File: config.mk
export PLATFORM = sky130hd
export DESIGN_NAME = output_decider_flat
export DESIGN_NICKNAME = d
export VERILOG_FILES = /design/src/rtl/output_decider_pkg.sv /design/src/rtl/output_decider_if.sv /design/src/rtl/output_decider_sat_counter.sv /design/src/rtl/output_decider.sv /design/src/flat_wrapper.sv
export SDC_FILE = /design/constraint.sdc
export NUM_CORES = 1
export LEC_CHECK = 0
export ABC_AREA = 0
export CORE_MARGIN = 1.5
export CORE_UTILIZATION = 49
export CTS_BUF_LIST = sky130_fd_sc_hd__clkbuf_4 sky130_fd_sc_hd__clkbuf_8 sky130_fd_sc_hd__clkbuf_16
export DETAILED_ROUTE_END_ITERATION = 16
export PLACE_DENSITY_LB_ADDON = 0.1
export SYNTH_ARGS = -nofsm -noshare
export SYNTH_HDL_FRONTEND = slang
export SYNTH_HIERARCHICAL = 1
export SYNTH_SLANG_ARGS = --single-unit
File: constraint.sdc
create_clock -name clk -period 3 [get_ports clk]
set_input_delay 0.6 -clock clk [delete_from_list [all_inputs] [get_ports clk]]
set_output_delay 0.6 -clock clk [all_outputs]
set_load 0.01 [all_outputs]
File: src/rtl/output_decider_pkg.sv
// Shared types and helpers for the output_decider block.
//   state_e        : decision FSM states
//   *_DEFAULT      : default widths / timeout used by the interface and top
//   abs_diff()     : |a - b| of two signed results, one bit wider, never overflows
package output_decider_pkg;

  localparam int RES_W_DEFAULT   = 17;
  localparam int CNT_W_DEFAULT   = 8;
  localparam int TIMEOUT_DEFAULT = 16;

  typedef enum logic [1:0] {
    IDLE    = 2'd0,
    COLLECT = 2'd1,
    DECIDE  = 2'd2,
    HOLD    = 2'd3
  } state_e;

  // Difference taken on sign-extended operands, so the extreme case
  // (-2^(W-1)) - (2^(W-1)-1) still fits and its negation is representable.
  function automatic logic [RES_W_DEFAULT:0] abs_diff(
    input logic signed [RES_W_DEFAULT-1:0] a,
    input logic signed [RES_W_DEFAULT-1:0] b
  );
    logic signed [RES_W_DEFAULT:0] d;
    d = $signed({a[RES_W_DEFAULT-1], a}) - $signed({b[RES_W_DEFAULT-1], b});
    return d[RES_W_DEFAULT] ? $unsigned(-d) : $unsigned(d);
  endfunction

endpackage

File: src/rtl/output_decider_if.sv
// Result / decision bus of the output_decider.
//   master : upstream neurons and downstream consumer (drive results and ack)
//   slave  : the decider itself
interface output_decider_if #(
  parameter int RES_W = 17,
  parameter int CNT_W = 8
);
  logic signed [RES_W-1:0] res0;
  logic                    res0_ready;
  logic signed [RES_W-1:0] res1;
  logic                    res1_ready;
  logic                    accept_ready;
  logic                    class_valid;
  logic                    class_ack;
  logic                    class_id;
  logic signed [RES_W-1:0] class_score;
  logic [RES_W:0]          class_margin;
  logic                    timeout_err;
  logic [CNT_W-1:0]        drop_count;
  logic [CNT_W-1:0]        timeout_count;

  modport master (
    output res0, res0_ready, res1, res1_ready, class_ack,
    input  accept_ready, class_valid, class_id, class_score, class_margin,
           timeout_err, drop_count, timeout_count
  );

  modport slave (
    input  res0, res0_ready, res1, res1_ready, class_ack,
    output accept_ready, class_valid, class_id, class_score, class_margin,
           timeout_err, drop_count, timeout_count
  );
endinterface

File: src/rtl/output_decider_sat_counter.sv
// Saturating up-counter used for the drop and timeout statistics.
//   clk, rst : clock, async active-high reset
//   inc      : amount to add this cycle (0, 1 or 2)
//   count    : current value, sticks at 2^CNT_W - 1
module sat_counter #(
  parameter int CNT_W = 8
) (
  input  logic             clk,
  input  logic             rst,
  input  logic [1:0]       inc,
  output logic [CNT_W-1:0] count
);
  localparam logic [CNT_W-1:0] MAX = '1;

  logic [CNT_W-1:0] count_q, count_d;
  logic [CNT_W:0]   sum;

  always_comb begin
    sum     = {1'b0, count_q} + {{(CNT_W-1){1'b0}}, inc};
    count_d = (sum > {1'b0, MAX}) ? MAX : sum[CNT_W-1:0];
  end

  // NOTE: state flops use non-blocking assignments so every flop samples
  // pre-edge values regardless of block ordering.
  always_ff @(posedge clk or posedge rst) begin
    if (rst) count_q <= '0;
    else     count_q <= count_d;
  end

  assign count = count_q;
endmodule

File: src/rtl/output_decider.sv
// Collects two independently-timed neuron results, picks the winning class
// and its margin, and holds the decision on a valid/ack handshake.
//   clk, rst : clock, async active-high reset
//   bus      : output_decider_if.slave (results in, decision/statistics out)
// Params: RES_W result width (abs_diff is sized for the package default),
//         TIMEOUT cycles to wait for the partner result, CNT_W counter width.
module output_decider
  import output_decider_pkg::*;
#(
  parameter int RES_W   = RES_W_DEFAULT,
  parameter int TIMEOUT = TIMEOUT_DEFAULT,
  parameter int CNT_W   = CNT_W_DEFAULT
) (
  input  logic              clk,
  input  logic              rst,
  output_decider_if.slave   bus
);
  state_e                  state_q, state_d;
  logic signed [RES_W-1:0] cap0_q, cap0_d, cap1_q, cap1_d;
  logic                    flag0_q, flag0_d, flag1_q, flag1_d;
  logic [7:0]              timer_q, timer_d;
  logic                    class_valid_q, class_valid_d;
  logic                    class_id_q, class_id_d;
  logic signed [RES_W-1:0] class_score_q, class_score_d;
  logic [RES_W:0]          class_margin_q, class_margin_d;
  logic                    timeout_err_q, timeout_err_d;
  logic [1:0]              drop_inc, to_inc;
  logic                    partner, repeat_p;
  logic [CNT_W-1:0]        drop_count, timeout_count;

  always_comb begin
    // NOTE: every combinational output gets a default first so no path
    // leaves it unassigned and infers a latch.
    state_d        = state_q;
    cap0_d         = cap0_q;
    cap1_d         = cap1_q;
    flag0_d        = flag0_q;
    flag1_d        = flag1_q;
    timer_d        = timer_q;
    class_valid_d  = class_valid_q;
    class_id_d     = class_id_q;
    class_score_d  = class_score_q;
    class_margin_d = class_margin_q;
    timeout_err_d  = 1'b0;
    drop_inc       = 2'd0;
    to_inc         = 2'd0;
    // In COLLECT exactly one flag is set: the other result is the partner.
    partner  = flag0_q ? bus.res1_ready : bus.res0_ready;
    repeat_p = flag0_q ? bus.res0_ready : bus.res1_ready;

    unique case (state_q)
      IDLE: begin
        if (bus.res0_ready) cap0_d = bus.res0;
        if (bus.res1_ready) cap1_d = bus.res1;
        if (bus.res0_ready && bus.res1_ready) begin
          state_d = DECIDE;
        end else if (bus.res0_ready || bus.res1_ready) begin
          flag0_d = bus.res0_ready;
          flag1_d = bus.res1_ready;
          timer_d = '0;
          state_d = COLLECT;
        end
      end
      COLLECT: begin
        timer_d = timer_q + 8'd1;
        if (repeat_p) drop_inc = 2'd1;
        if (partner) begin
          if (flag0_q) cap1_d = bus.res1;
          else         cap0_d = bus.res0;
          flag0_d = 1'b0;
          flag1_d = 1'b0;
          state_d = DECIDE;
        end else if (timer_q == 8'(TIMEOUT - 1)) begin
          timeout_err_d = 1'b1;
          to_inc        = 2'd1;
          flag0_d       = 1'b0;
          flag1_d       = 1'b0;
          state_d       = IDLE;
        end
      end
      DECIDE: begin
        drop_inc       = {1'b0, bus.res0_ready} + {1'b0, bus.res1_ready};
        class_id_d     = (cap1_q > cap0_q);          // tie keeps class 0
        class_score_d  = (cap1_q > cap0_q) ? cap1_q : cap0_q;
        class_margin_d = abs_diff(cap0_q, cap1_q);
        class_valid_d  = 1'b1;
        state_d        = HOLD;
      end
      HOLD: begin
        drop_inc = {1'b0, bus.res0_ready} + {1'b0, bus.res1_ready};
        if (bus.class_ack) begin
          class_valid_d = 1'b0;
          state_d       = IDLE;
        end
      end
      default: state_d = IDLE;
    endcase
  end

  always_ff @(posedge clk or posedge rst) begin
    if (rst) begin
      state_q        <= IDLE;
      cap0_q         <= '0;
      cap1_q         <= '0;
      flag0_q        <= 1'b0;
      flag1_q        <= 1'b0;
      timer_q        <= '0;
      class_valid_q  <= 1'b0;
      class_id_q     <= 1'b0;
      class_score_q  <= '0;
      class_margin_q <= '0;
      timeout_err_q  <= 1'b0;
    end else begin
      state_q        <= state_d;
      cap0_q         <= cap0_d;
      cap1_q         <= cap1_d;
      flag0_q        <= flag0_d;
      flag1_q        <= flag1_d;
      timer_q        <= timer_d;
      class_valid_q  <= class_valid_d;
      class_id_q     <= class_id_d;
      class_score_q  <= class_score_d;
      class_margin_q <= class_margin_d;
      timeout_err_q  <= timeout_err_d;
    end
  end

  sat_counter #(.CNT_W(CNT_W)) u_drop_cnt (
    .clk   (clk),
    .rst   (rst),
    .inc   (drop_inc),
    .count (drop_count)
  );

  sat_counter #(.CNT_W(CNT_W)) u_timeout_cnt (
    .clk   (clk),
    .rst   (rst),
    .inc   (to_inc),
    .count (timeout_count)
  );

  assign bus.accept_ready  = (state_q == IDLE) || (state_q == COLLECT);
  assign bus.class_valid   = class_valid_q;
  assign bus.class_id      = class_id_q;
  assign bus.class_score   = class_score_q;
  assign bus.class_margin  = class_margin_q;
  assign bus.timeout_err   = timeout_err_q;
  assign bus.drop_count    = drop_count;
  assign bus.timeout_count = timeout_count;
endmodule

File: src/flat_wrapper.sv
// flat-port wrapper written by rule: the top's interface ports become plain ports
module output_decider_flat import output_decider_pkg::*;
#(
  parameter int RES_W   = RES_W_DEFAULT,
  parameter int TIMEOUT = TIMEOUT_DEFAULT,
  parameter int CNT_W   = CNT_W_DEFAULT
)
  (clk, rst, bus_res0, bus_res0_ready, bus_res1, bus_res1_ready, bus_class_ack, bus_accept_ready, bus_class_valid, bus_class_id, bus_class_score, bus_class_margin, bus_timeout_err, bus_drop_count, bus_timeout_count);
  output_decider_if #(.RES_W(RES_W), .CNT_W(CNT_W)) bus_i ();
  input  logic clk;
  input  logic rst;
  input wire logic [$bits(bus_i.res0)-1:0] bus_res0;
  input wire logic [$bits(bus_i.res0_ready)-1:0] bus_res0_ready;
  input wire logic [$bits(bus_i.res1)-1:0] bus_res1;
  input wire logic [$bits(bus_i.res1_ready)-1:0] bus_res1_ready;
  input wire logic [$bits(bus_i.class_ack)-1:0] bus_class_ack;
  output wire logic [$bits(bus_i.accept_ready)-1:0] bus_accept_ready;
  output wire logic [$bits(bus_i.class_valid)-1:0] bus_class_valid;
  output wire logic [$bits(bus_i.class_id)-1:0] bus_class_id;
  output wire logic [$bits(bus_i.class_score)-1:0] bus_class_score;
  output wire logic [$bits(bus_i.class_margin)-1:0] bus_class_margin;
  output wire logic [$bits(bus_i.timeout_err)-1:0] bus_timeout_err;
  output wire logic [$bits(bus_i.drop_count)-1:0] bus_drop_count;
  output wire logic [$bits(bus_i.timeout_count)-1:0] bus_timeout_count;
  assign bus_i.res0 = bus_res0;
  assign bus_i.res0_ready = bus_res0_ready;
  assign bus_i.res1 = bus_res1;
  assign bus_i.res1_ready = bus_res1_ready;
  assign bus_i.class_ack = bus_class_ack;
  assign bus_accept_ready = bus_i.accept_ready;
  assign bus_class_valid = bus_i.class_valid;
  assign bus_class_id = bus_i.class_id;
  assign bus_class_score = bus_i.class_score;
  assign bus_class_margin = bus_i.class_margin;
  assign bus_timeout_err = bus_i.timeout_err;
  assign bus_drop_count = bus_i.drop_count;
  assign bus_timeout_count = bus_i.timeout_count;
  output_decider #(.RES_W(RES_W), .TIMEOUT(TIMEOUT), .CNT_W(CNT_W)) u_core (.clk(clk), .rst(rst), .bus(bus_i));
endmodule
==> results of run 1 <==
[per-layer routing]
| layer | wire (um) | GRT usage |
|---|---|---|
| met2 | 5810 | 0.337 |
| met1 | 6350 | 0.312 |
| met3 | 596 | 0.0503 |
| met5 | 0 | 0 |
| met4 | 289 | 0.0855 |
[layout make-up]
class                   count  area [sq um]  share of cell area
clock buffers              12           248              0.0333
clock inverters             2          15.0             0.00202
inverters                  39           148              0.0199
multi-input cells         449          3110               0.419
flip-flops and latches     99          2480               0.333
well taps                 143           179              0.0241
repair buffers            133          1260               0.169
[cells by family (layout without fill, tap and decap cells)]
logic type                 Yosys count  count (layout)  synth area share
xor gates and xnor gates            29              29            0.0445
buffers and inverters               64             186            0.0458
DFF                                 99              99             0.434
AOI/OAI and AO/OA                  154             154             0.174
other                                1               2          0.000657
and+or+nand+nor                    195             195             0.159
muxes                               39              39            0.0722
adders and majority gates           30              30            0.0698
[through the flow]
step	utilization	instances	worst slack (ns)	hold WS [ns]
floorplan	-	612	0.0454	0.416
global placement	0.617	858	-0.0279	0.460
detailed placement	0.617	858	-0.157	0.469
CTS	0.645	873	0.0126	0.483
global route	0.654	877	-0.0449	0.506
finish	0.654	877	0.0959	0.476
[flip-flops by register name (all words and copies together), names as in the netlist]
signal and count:
u_core/bus.class_id 1, u_core/bus.class_margin 18, u_core/bus.class_score 17, u_core/bus.class_valid 1, u_core/bus.timeout_err 1, u_core/cap0_q 17, u_core/cap1_q 17, u_core/flag0_q 1
u_core/state_q 2, u_core/timer_q 8, u_core/u_drop_cnt/count 8, u_core/u_timeout_cnt/count 8
[how the worst max path moves through the flow]
stage	start	end	slack (ns)	depth (start not counted)
after CTS	u_core/cap1_q[8]$_DFFE_PP0P_	u_core/bus.class_margin[16]$_DFFE_PP0P_	0.01	11
after detailed placement	u_core/cap0_q[0]$_DFFE_PP0P_	u_core/bus.class_margin[16]$_DFFE_PP0P_	-0.16	12
final	u_core/cap1_q[0]$_DFFE_PP0P_	u_core/bus.class_margin[13]$_DFFE_PP0P_	0.1	11
after global placement	u_core/cap0_q[0]$_DFFE_PP0P_	u_core/bus.class_margin[16]$_DFFE_PP0P_	-0.03	12
after floorplan	u_core/cap0_q[0]$_DFFE_PP0P_	u_core/bus.class_score[0]$_DFFE_PP0P_	0.05	14
after global routing	u_core/cap0_q[0]$_DFFE_PP0P_	u_core/bus.class_margin[13]$_DFFE_PP0P_	-0.04	12
[worst max-delay path: cells and delay by family, from the launching register on]
family          cells  cell delay, ns
compound gates      5            0.80
xor+xnor            1            0.16
fa+ha+maj           2            0.52
flops               1            0.40
simple gates        3            0.90
[cell usage in the layout, fill, tap and decap left out, drive strengths merged, types with 4 or more instances in the layout]
cell type | netlist | routed
and3 | 6 | 6
xnor2 | 18 | 18
a21oi | 51 | 51
clkdlybuf4s50 | 0 | 93
nand4 | 4 | 4
a31oi | 7 | 7
mux2i | 22 | 22
dfrtp | 99 | 99
or3 | 5 | 5
nor3 | 10 | 10
xor2 | 11 | 11
nand2b | 11 | 11
nor2b | 6 | 6
a21o | 9 | 9
a211oi | 4 | 4
clkbuf | 20 | 12
inv | 38 | 37
nand3 | 20 | 20
nor2 | 47 | 47
o21ai | 55 | 55
mux2 | 17 | 17
buf | 5 | 40
ha | 27 | 27
nand2 | 73 | 73
[repair_timing]
action / in CTS / in global routing
setup buffers: 1 / 4
resized for setup: 8 / 15
pin swaps: 4 / 5
setup endpoints to repair: 10 / 25
==> metrics, run 1 <==
status finished clean; syn_area_per_cell slightly above 9 sq um; CP max stage delay between 0.4 and 0.5 ns; Hold WC Path Type flip-flop to flip-flop; Port Buf Inserts 93; fin crit share 0.968; largest net degree at the start of global routing 47; Reg clk slew, reported paths about 0.06 ns; CP Data Arrival Time roughly 3.1 ns; WL/cell about 15 um; TritonCTS clock tree yes; CTS buffer count 9; share of layout cells above drive strength 1 0.157; core area around 11000 sq um; CTS root buf clkbuf_16; DR iter-0 viols ~280; maximum clock insertion buffer count 2; final worst path period need ~2.9 ns; dpl hpwl 9.69 mm; Final nets 800; most frequent cell after synthesis dfrtp_1; RR Startpoint u_core/cap1_q[0]$_DFFE_PP0P_; die extent in y around 110 um; Syn Inst Count just over 600; cell chain of the critical path ha_4, fa_2, and2b_2, o2111ai_4, a21bo_2, o211ai_1, nand3_2, or4_4, o31ai_4, xor2_1, o21ai_1; # IOs 94; setup slack, reg-to-reg between 0.09 and 0.1 ns; Seq cells post-synth 99; RSZ-0062 raised after global routing true; Hold Path End u_core/bus.class_id$_DFFE_PP0P_; Worst setup SP type flip-flop; Setup TNS Final 0 ns; f_max between 300 and 400 MHz; crit path max fanout 5; die area 12300 sq um; Post-Syn Area ~5700 sq um; fillers 963; Initial Utilization 0.502; CP Capture Type flip-flop; Data required, critical path between 3 and 4 ns; final hold vios 0; vias 4697; Synth cell types between 60 and 70; YS warnings 6; grt ovf 0; GRT Total Usage 0.222; sequential-to-total area share from yosys stat 0.434; clk sinks roughly 100; drt total wl between 10 and 15 mm; CTS H-tree depth 3; clk_lat worst skew ~0.35 ns; Synth area leader dfrtp_1; diode count 0; CP max-delay cell or4_4; Max Cap Viol 0; synth top area cells dfrtp_1 43%, ha_1 5.9%, nand2_1 4.8%; number of flops mapped to enable cells by yosys 0; overall die width between 100 and 150 um; reg-to-reg endpoint u_core/bus.class_margin[13]$_DFFE_PP0P_; Final Setup Violations 0; first-pass GRT wire length around 22 mm; final design area excluding fillers roughly 7400 sq um; critical path class flip-flop to flip-flop; FFs w/ async S/R, synth 1.00; worst reg-to-reg path cell count 11; hold_sp u_core/bus.class_id$_DFFE_PP0P_; Post-synth top cells 99 x dfrtp_1, 73 x nand2_1, 48 x a21oi_1; antenna violations before repair 0; post-route DRC violation count 0; hold path depth 2; placed cell areas between 7000 and 8000 sq um; Hold Buf Count CTS 0; num rows 39; area grow syn2layout 30.4%; vias in the first global route ~4600; Main synth FF type dfrtp_1; share of the synthesized area in the top cell type 0.434; clk_skew about 0.0098 ns; DRT Pass-1 Iters 6; via density per instance around 5.4; RD Place Congestion around 0.87; max-slew violation count 0; post-route ant nets 0
Power of run 1 is left out: the tool's default activity adds up to more than one toggle a clock period on the data nets, which glitch-free logic cannot reach.
==> run 2: changes to the inputs <==
--- a/config.mk
+++ b/config.mk
@@ -10,7 +10,8 @@
 export CORE_UTILIZATION = 49
 export CTS_BUF_LIST = sky130_fd_sc_hd__clkbuf_4 sky130_fd_sc_hd__clkbuf_8 sky130_fd_sc_hd__clkbuf_16
 export DETAILED_ROUTE_END_ITERATION = 16
-export PLACE_DENSITY_LB_ADDON = 0.1
+export PLACE_DENSITY = 0.74
+export SLEW_MARGIN = 30
 export SYNTH_ARGS = -nofsm -noshare
 export SYNTH_HDL_FRONTEND = slang
 export SYNTH_HIERARCHICAL = 1
==> run 2 against run 1 <==
The flow now finishes with violations (setup timing). Utilization is 0.73 points higher. Sequential share of layout area decreased by 0.37 points. Critical path depth up 3. Worst setup slack got worse by 0.10 ns. Die area unchanged. Maximum frequency is 3.4% lower. Design area rose by 1.1%. Hold slack gained 0.0064 ns. Final cell count increased by 1.0%. Global-route usage increased by 0.72 points. Critical path type unchanged.
==> metrics, run 2 (synthesis gave the netlist of run 1 again) <==
CP max-delay cell dfrtp_1; Port Buf Inserts 93; clk_skew about 0.012 ns; die area around 12000 sq um; RSZ-0062 raised after global routing true; buffers plus inverters on the worst setup path 3; clk_lat worst skew 0.36 ns; vias in the first global route around 4600; failing checks setup timing; Initial Utilization 0.502; Reg clk slew, reported paths about 0.080 ns; core area approximately 11000 sq um; CP Data Arrival Time around 3.2 ns; post-route insts no fill between 800 and 900; cell chain of the critical path ha_4, fa_2, and2b_2, o2111ai_4, a21bo_2, buf_6, a211oi_4, o21ba_2, nor4bb_2, a21oi_2, buf_4, clkbuf_16, mux2i_1, a21oi_1; measured slew at the worst slew-check pin between 0.5 and 0.6 ns; DR iter-0 viols around 250; CTS root buf clkbuf_16; CTS H-tree depth 3; final worst path period need 3.01 ns; Final Setup Violations 2; GRT Total Usage 0.230; largest net degree at the start of global routing 38; area grow syn2layout 31.8%; CP top delay family compound AO/OA/AOI/OAI gates; RD Place Congestion around 0.9; antenna violations before repair 0; Hold WC Path Type flip-flop to flip-flop; post-route DRC violation count 0; max-slew violation count 0; WL/cell 15.5 um; status complete, but fails checks; f_max 333 MHz; critical path class flip-flop to flip-flop; fin crit share 1.00; diode count 0; max FFs per register 18; maximum clock insertion buffer count 2; grt ovf 0; clk sinks between 90 and 100; post-route ant nets 0; CP max stage delay 0.41 ns; die extent in y 111 um; TritonCTS clock tree yes; CP Capture Type flip-flop; Worst setup SP type flip-flop; vias slightly below 5000; Slew headroom 0.631; dpl hpwl ~10 mm; CTS buffer count 9; # IOs between 90 and 100; setup slack, reg-to-reg -0.005 ns; Final Worst Setup Slack -0.00503 ns; Final nets around 810; via density per instance approximately 5.4; Max Cap Viol 0; placed cell areas slightly above 7000 sq um; first-pass GRT wire length between 20 and 25 mm; leading cell types in the layout, fill and taps excluded 99 x dfrtp_1, 93 x clkdlybuf4s50_1, 73 x nand2_1; crit path max fanout 7; Hold Buf Count CTS 0; final design area excluding fillers between 7000 and 8000 sq um; DRT Pass-1 Iters 5; overall die width roughly 110 um; Data required, critical path between 3 and 4 ns; DP Cell Count roughly 860; share of layout cells above drive strength 1 0.162; commonest non-fill, non-tap cell in the layout dfrtp_1; drt total wl ~14 mm; num rows 39; final hold vios 0
==> run 2: changes by cell type in the layout (fill, tap and decap cells not counted), moves of 2 or more <==
cell | before | now
clkinv_4 | 0 | 4
nand3_2 | 2 | 0
buf_4 | 38 | 42
ha_1 | 22 | 25
clkbuf_4 | 3 | 0
ha_2 | 4 | 1
nand3_1 | 18 | 20
buf_6 | 0 | 2
==> run 2: what timing repair did <==
item / 4_1_cts / 5_1_grt
pin swaps: 3 / 9
endpoints found under the setup margin: 23 / 25
cloned: 0 / 1
setup buffers: 1 / 6
resized for setup: 7 / 15
==> run 2: metal layers <==
metal,vias up,track usage,part of all wire
li1,2372,-,-
met1,2320,0.325,0.48
met2,117,0.363,0.47
met3,10,0.0317,0.042
met4,0,0.0821,0.014
met5,-,0,0
==> run 2: area by class of cell <==
type / instances / area (sq um)
Clock inverter: 7 / 62.6
Tap cell: 143 / 179
Clock buffer: 9 / 225
Timing Repair Buffer: 140 / 1330
Inverter: 39 / 148
Fill cell: 938 / 3850
Sequential cell: 99 / 2480
Multi-Input combinational cell: 449 / 3090
==> run 2: final timing paths <==
kind / from / end / depth (start not counted)
min reg2reg: u_core/bus.class_margin[7]$_DFFE_PP0P_ / u_core/bus.class_margin[7]$_DFFE_PP0P_ / 2
max: u_core/cap1_q[0]$_DFFE_PP0P_ / u_core/bus.class_score[4]$_DFFE_PP0P_ / 14
max reg2reg: u_core/cap1_q[0]$_DFFE_PP0P_ / u_core/bus.class_score[4]$_DFFE_PP0P_ / 14
min in group asynchronous: rst / u_core/u_drop_cnt/count[6]$_DFF_PP0_ / 2
min: u_core/bus.class_margin[7]$_DFFE_PP0P_ / u_core/bus.class_margin[7]$_DFFE_PP0P_ / 2
max in group asynchronous: rst / u_core/bus.class_margin[16]$_DFFE_PP0P_ / 3
==> run 2: stage by stage <==
stage / worst slack [ns] / utilization / hold WS [ns] / TNS, ns
floorplan: 0.0454 / - / 0.416 / 0
global placement: -0.0121 / 0.620 / 0.464 / -0.0121
detailed placement: -0.122 / 0.620 / 0.470 / -0.439
CTS: 0.00898 / 0.649 / 0.484 / 0
global route: -0.106 / 0.661 / 0.504 / -1.24
finish: -0.00503 / 0.661 / 0.482 / -0.00937
==> run 2: tightest hold or removal path, delay by kind of cell, from the launching register on <==
kind | cells | cell delay [ns]
AOI/OAI and AO/OA | 1 | 0.06
DFF | 1 | 0.34
and+or+nand+nor | 1 | 0.05
Power of run 2 is left out for the same reason.
==> RTL change 1 (settings of run 2) <==
`RES_W_DEFAULT`: 17 -> 19.
--- a/src/rtl/output_decider_pkg.sv
+++ b/src/rtl/output_decider_pkg.sv
@@ -5,5 +5,5 @@
 package output_decider_pkg;
 
-  localparam int RES_W_DEFAULT   = 17;
+  localparam int RES_W_DEFAULT   = 19;
   localparam int CNT_W_DEFAULT   = 8;
   localparam int TIMEOUT_DEFAULT = 16;
Interface: changed (resized bus_class_margin, bus_class_score, bus_res0 and bus_res1); port bits go from 94 to 102. The function was not compared with the original's and may differ.
==> RTL change 1 against run 2 <==
The run still ends with setup timing left. Hold slack got worse by 0.0014 ns. Sequential cell count increased by 8. Synthesized cell count increased by 6.1%. Worst setup slack got worse by 0.096 ns. Routed wire length increased by 3.9%. Sequential share of layout area increased by 0.40 points. Clock skew decreased by 0.0041 ns. Area after synthesis increased by 6.4%. Via count increased by 5.2%. Cell area increased by 6.8%. Fmax decreased by 3.1%. Largest cell class unchanged.
Power is left out: the tool's default activity adds up to more than one toggle a clock period on the data nets, which glitch-free logic cannot reach.
==> RTL change 1: results (changes against run 2) <==
metric,value,unit,change
worst-margin pin slew,0.784,ns,+0.234 ns
final clock skew,0.00812,ns,-0.00405 ns
slowest library cell on the worst path,sky130_fd_sc_hd__a2111oi_4,,
count of cell types in the netlist,57,,-9.5%
Routability Congestion,0.882,,-1.3%
setup bufs post-CTS,5,,+4
count of sequential standard cells,107,,+8.1%
total cell area at the placement stage,0.00743,mm2,+5.5%
number of buffers added on ports,101,,+8.6%
post-synthesis share of cell area spent on xor and xnor gates,0.0447,,+0.000187
final cell area excluding filler cells,0.00803,mm2,+6.8%
1st-iter DRT viols,270,,+9.3%
layout buffer count excluding clock buffers,141,,+0.71%
post-synthesis mux area share,0.0802,,+0.00799
Vias,5069,,+5.2%
number of placed instances with taps included,915,,+6.1%
GRT Resource Usage Total,0.229,,-0.000757
number of clock buffer instances in the layout,12,,+3
critical path arrival,3.34,ns,+0.11 ns
dominant cells by area after synthesis,"sky130_fd_sc_hd__dfrtp_1 (44%), sky130_fd_sc_hd__ha_1 (6.0%), sky130_fd_sc_hd__o21ai_0 (5.9%)",,
fraction of final layout cells with drive strength greater than 1,0.147,,-0.0148
multi-input gates,474,,+5.6%
wire length of the first global-routing pass,23700,um,+3.6%
Pre-Repair DR Iteration Count,4,,-1
area fraction of clock buffers and clock inverters,0.0424,,+0.00411
fillers,916,,-2.3%
outcome,"finished, violations left",,
adder-cell area share of the yosys netlist,0.0696,,-0.000104
highest net fanout along the worst path,4,,-3
complex-gate fraction of the synthesized area,0.168,,-0.00600
failing checks,setup timing,,
"Gates resized, CTS repair",10,,+3
number of setup violations in the final report,12,,+10
Layout Area Growth over Synthesis,32.2,%,
sequential fraction of the synthesis area,0.441,,+0.00666
layout net count,847,,+5.0%
multi-input logic portion of the cell area,0.409,,-0.00248
Detailed Place HPWL,10000,um,-0.44%
Mapped Cells,648,,+6.1%
total area of sequential cells,0.00268,mm2,+8.1%
launching element of the worst setup path,u_core/cap0_q[0]$_DFFE_PP0P_,,
sum of negative setup slack,-0.375,ns,-0.366 ns
Max Root-Sink Buffers,2,,unchanged
routed wire length per instance,15.1,um,-2.5%
maximum number of pins on one net before global-route repair,92,,+140%
Final Worst Setup Slack,-0.101,ns,-0.0965 ns
non-clock buffer contribution to total cell area,0.171,,-0.00676
vias per std cell,5.36,,-1.4%
commonest cells in the synthesized netlist,"sky130_fd_sc_hd__dfrtp_1 (107), sky130_fd_sc_hd__nand2_1 (83), sky130_fd_sc_hd__o21ai_0 (71)",,
## RTL change 1: cell count changes after synthesis, sizes merged, moves of 8 or more
cell	change
o21ai	+21
a21oi	-19
nor2	-11
nand2	+10
dfrtp	+8
## RTL change 1: routing by layer
metal / part of all wire / vias to the layer above / track usage
met5: 0 / - / 0
met2: 0.49 / 131 / 0.390
met1: 0.43 / 2410 / 0.276
li1: - / 2508 / -
met3: 0.055 / 20 / 0.0588
met4: 0.021 / 0 / 0.0983
## RTL change 1: final timing paths
kind	to	slack, ns	cells past startpoint
max	u_core/bus.class_margin[18]$_DFFE_PP0P_	-0.10	13
min	u_core/bus.class_valid$_DFFE_PP0P_	0.48	2
max reg2reg	u_core/bus.class_margin[18]$_DFFE_PP0P_	-0.10	13
min reg2reg	u_core/bus.class_valid$_DFFE_PP0P_	0.48	2
max in group asynchronous	u_core/bus.class_margin[15]$_DFFE_PP0P_	1.91	3
min in group asynchronous	u_core/u_timeout_cnt/count[3]$_DFF_PP0_	0.57	2
==> RTL change 2 (config.mk and constraints of run 2) <==
Made on the original files. The 4 states of `state_e` get a one-hot encoding in 4 bits.
--- a/src/rtl/output_decider_pkg.sv
+++ b/src/rtl/output_decider_pkg.sv
@@ -9,9 +9,9 @@
   localparam int TIMEOUT_DEFAULT = 16;
 
-  typedef enum logic [1:0] {
-    IDLE    = 2'd0,
-    COLLECT = 2'd1,
-    DECIDE  = 2'd2,
-    HOLD    = 2'd3
+  typedef enum logic [3:0] {
+    IDLE    = 4'b0001,
+    COLLECT = 4'b0010,
+    DECIDE  = 4'b0100,
+    HOLD    = 4'b1000
   } state_e;
 
Check against the original RTL: same outputs for any inputs over 4 cycles, from zero or initial values and one cycle with rst high; so few cycles prove little.
==> RTL change 2 against run 2 <==
The run still ends with setup timing left. Worst setup slack got worse by 0.0063 ns. Routed wire length about the same. Sequential share of layout area increased by 1.2 points. Die area decreased by 1.5%. Area after synthesis decreased by 1.5%. Count of clock-buffer cells in the layout increased by 2. Fmax decreased by 0.21%. Sequential cell count increased by 2. Cell area decreased by 1.6%. Largest cell class unchanged.
==> RTL change 2: results (changes against run 2) <==
metric,value,unit,change
number of diodes added for antenna fixing,0,,unchanged
Final Worst Setup Slack,-0.0113,ns,-0.00626 ns
count of sequential standard cells,101,,+2.0%
"Gates resized, CTS repair",0,,-7
Multi-input gate area,0.00308,mm2,-0.32%
fraction of final layout cells with drive strength greater than 1,0.143,,-0.0187
highest net fanout along the worst path,6,,-1
routed wire length per instance,16.1,um,+3.8%
number of clock buffer instances in the layout,11,,+2
Pre-Repair DR Iteration Count,7,,+2
slowest library cell on the worst path,sky130_fd_sc_hd__or4_4,,
fillers,894,,-4.7%
dominant cells by area after synthesis,"sky130_fd_sc_hd__dfrtp_1 (45%), sky130_fd_sc_hd__ha_1 (6.0%), sky130_fd_sc_hd__nand2_1 (5.8%)",,
post-synthesis share of cell area spent on xor and xnor gates,0.0452,,+0.000694
Total Wirelength,13700,um,about the same
non-clock buffer contribution to total cell area,0.157,,-0.0203
layout net count,778,,-3.6%
outcome,"finished, violations left",,
Die X,110,um,-0.75%
adder-cell area share of the yosys netlist,0.0708,,+0.00109
multi-input gates,443,,-1.3%
Max-Slew Margin vs Limit,0.529,,-0.102
Detailed Place HPWL,9860,um,-1.9%
number of placed instances with taps included,834,,-3.2%
commonest cells in the synthesized netlist,"sky130_fd_sc_hd__dfrtp_1 (100), sky130_fd_sc_hd__nand2_1 (87), sky130_fd_sc_hd__o21ai_0 (47)",,
number of global-route vias before repair,4705,,+1.2%
Seq area share,0.342,,+0.0123
1st-iter DRT viols,242,,-2.0%
maximum number of pins on one net before global-route repair,74,,+95%
post-synthesis mux area share,0.0717,,-0.000434
failing checks,setup timing,,
sequential fraction of the synthesis area,0.450,,+0.0159
area fraction of clock buffers and clock inverters,0.0431,,+0.00486
Routability Congestion,0.845,,-5.4%
setup bufs post-CTS,1,,unchanged
final clock skew,0.00740,ns,-0.00478 ns
layout buffer count excluding clock buffers,120,,-14%
total cell area at the placement stage,0.00690,mm2,-2.1%
family of cells with the greatest summed delay on the critical path,simple AND/OR/NAND/NOR gates,,
GRT Resource Usage Total,0.243,,+0.0128
logic depth of the worst register-to-register path,10,,-4
stage delay of the slowest cell on the critical path,0.55,ns,+0.14 ns
Non-clock inverters,34,,-13%
complex-gate fraction of the synthesized area,0.154,,-0.0202
wire length of the first global-routing pass,22400,um,-1.9%
number of antenna violations at the first check in global routing,0,,unchanged
count of cell types in the netlist,56,,-11%
worst slack after detailed placement,-0.0834,ns,+0.0390 ns
number of setup violations in the final report,1,,-1
net switching power,0.00473,W,
Worst VDD drop,0.000811,V,
total area of sequential cells,0.00253,mm2,+2.1%
Post-Synthesis Mean Instance Area,9.44,um2,+1.1%
Vias,4757,,-1.3%
RTL change 2: cell types whose count changed after synthesis, moves of 4 or more:
cell                       before  now
sky130_fd_sc_hd__a21o_1         9    5
sky130_fd_sc_hd__a21oi_1       48   26
sky130_fd_sc_hd__inv_1         38   34
sky130_fd_sc_hd__o21ai_1        7   32
sky130_fd_sc_hd__nand3_1       20   13
sky130_fd_sc_hd__xnor2_1       18   11
sky130_fd_sc_hd__nor4b_1        0    4
sky130_fd_sc_hd__nor2_1        47   28
sky130_fd_sc_hd__clkbuf_1      20   13
sky130_fd_sc_hd__nand2_1       73   87
sky130_fd_sc_hd__xor2_1        11   18
RTL change 2: worst min-delay path by stage:
stage | slack [ns] | startpoint | endpoint | depth (start not counted)
after global routing | 0.52 | u_core/bus.class_margin[11]$_DFFE_PP0P_ | u_core/bus.class_margin[11]$_DFFE_PP0P_ | 2
after floorplan | 0.42 | rst | u_core/u_drop_cnt/count[0]$_DFF_PP0_ | 1
after detailed placement | 0.47 | u_core/bus.class_margin[2]$_DFFE_PP0P_ | u_core/bus.class_margin[2]$_DFFE_PP0P_ | 2
final | 0.48 | u_core/bus.class_margin[2]$_DFFE_PP0P_ | u_core/bus.class_margin[2]$_DFFE_PP0P_ | 2
after CTS | 0.48 | u_core/bus.class_margin[2]$_DFFE_PP0P_ | u_core/bus.class_margin[2]$_DFFE_PP0P_ | 2
after global placement | 0.47 | u_core/bus.class_margin[10]$_DFFE_PP0P_ | u_core/bus.class_margin[10]$_DFFE_PP0P_ | 2
RTL change 2: layer usage:
metal / GRT usage / up-vias / routed length, um
met5: 0 / - / 0
met4: 0.0696 / 0 / 151
met3: 0.0705 / 14 / 901
met2: 0.402 / 135 / 6650
met1: 0.308 / 2290 / 6040
li1: - / 2318 / -
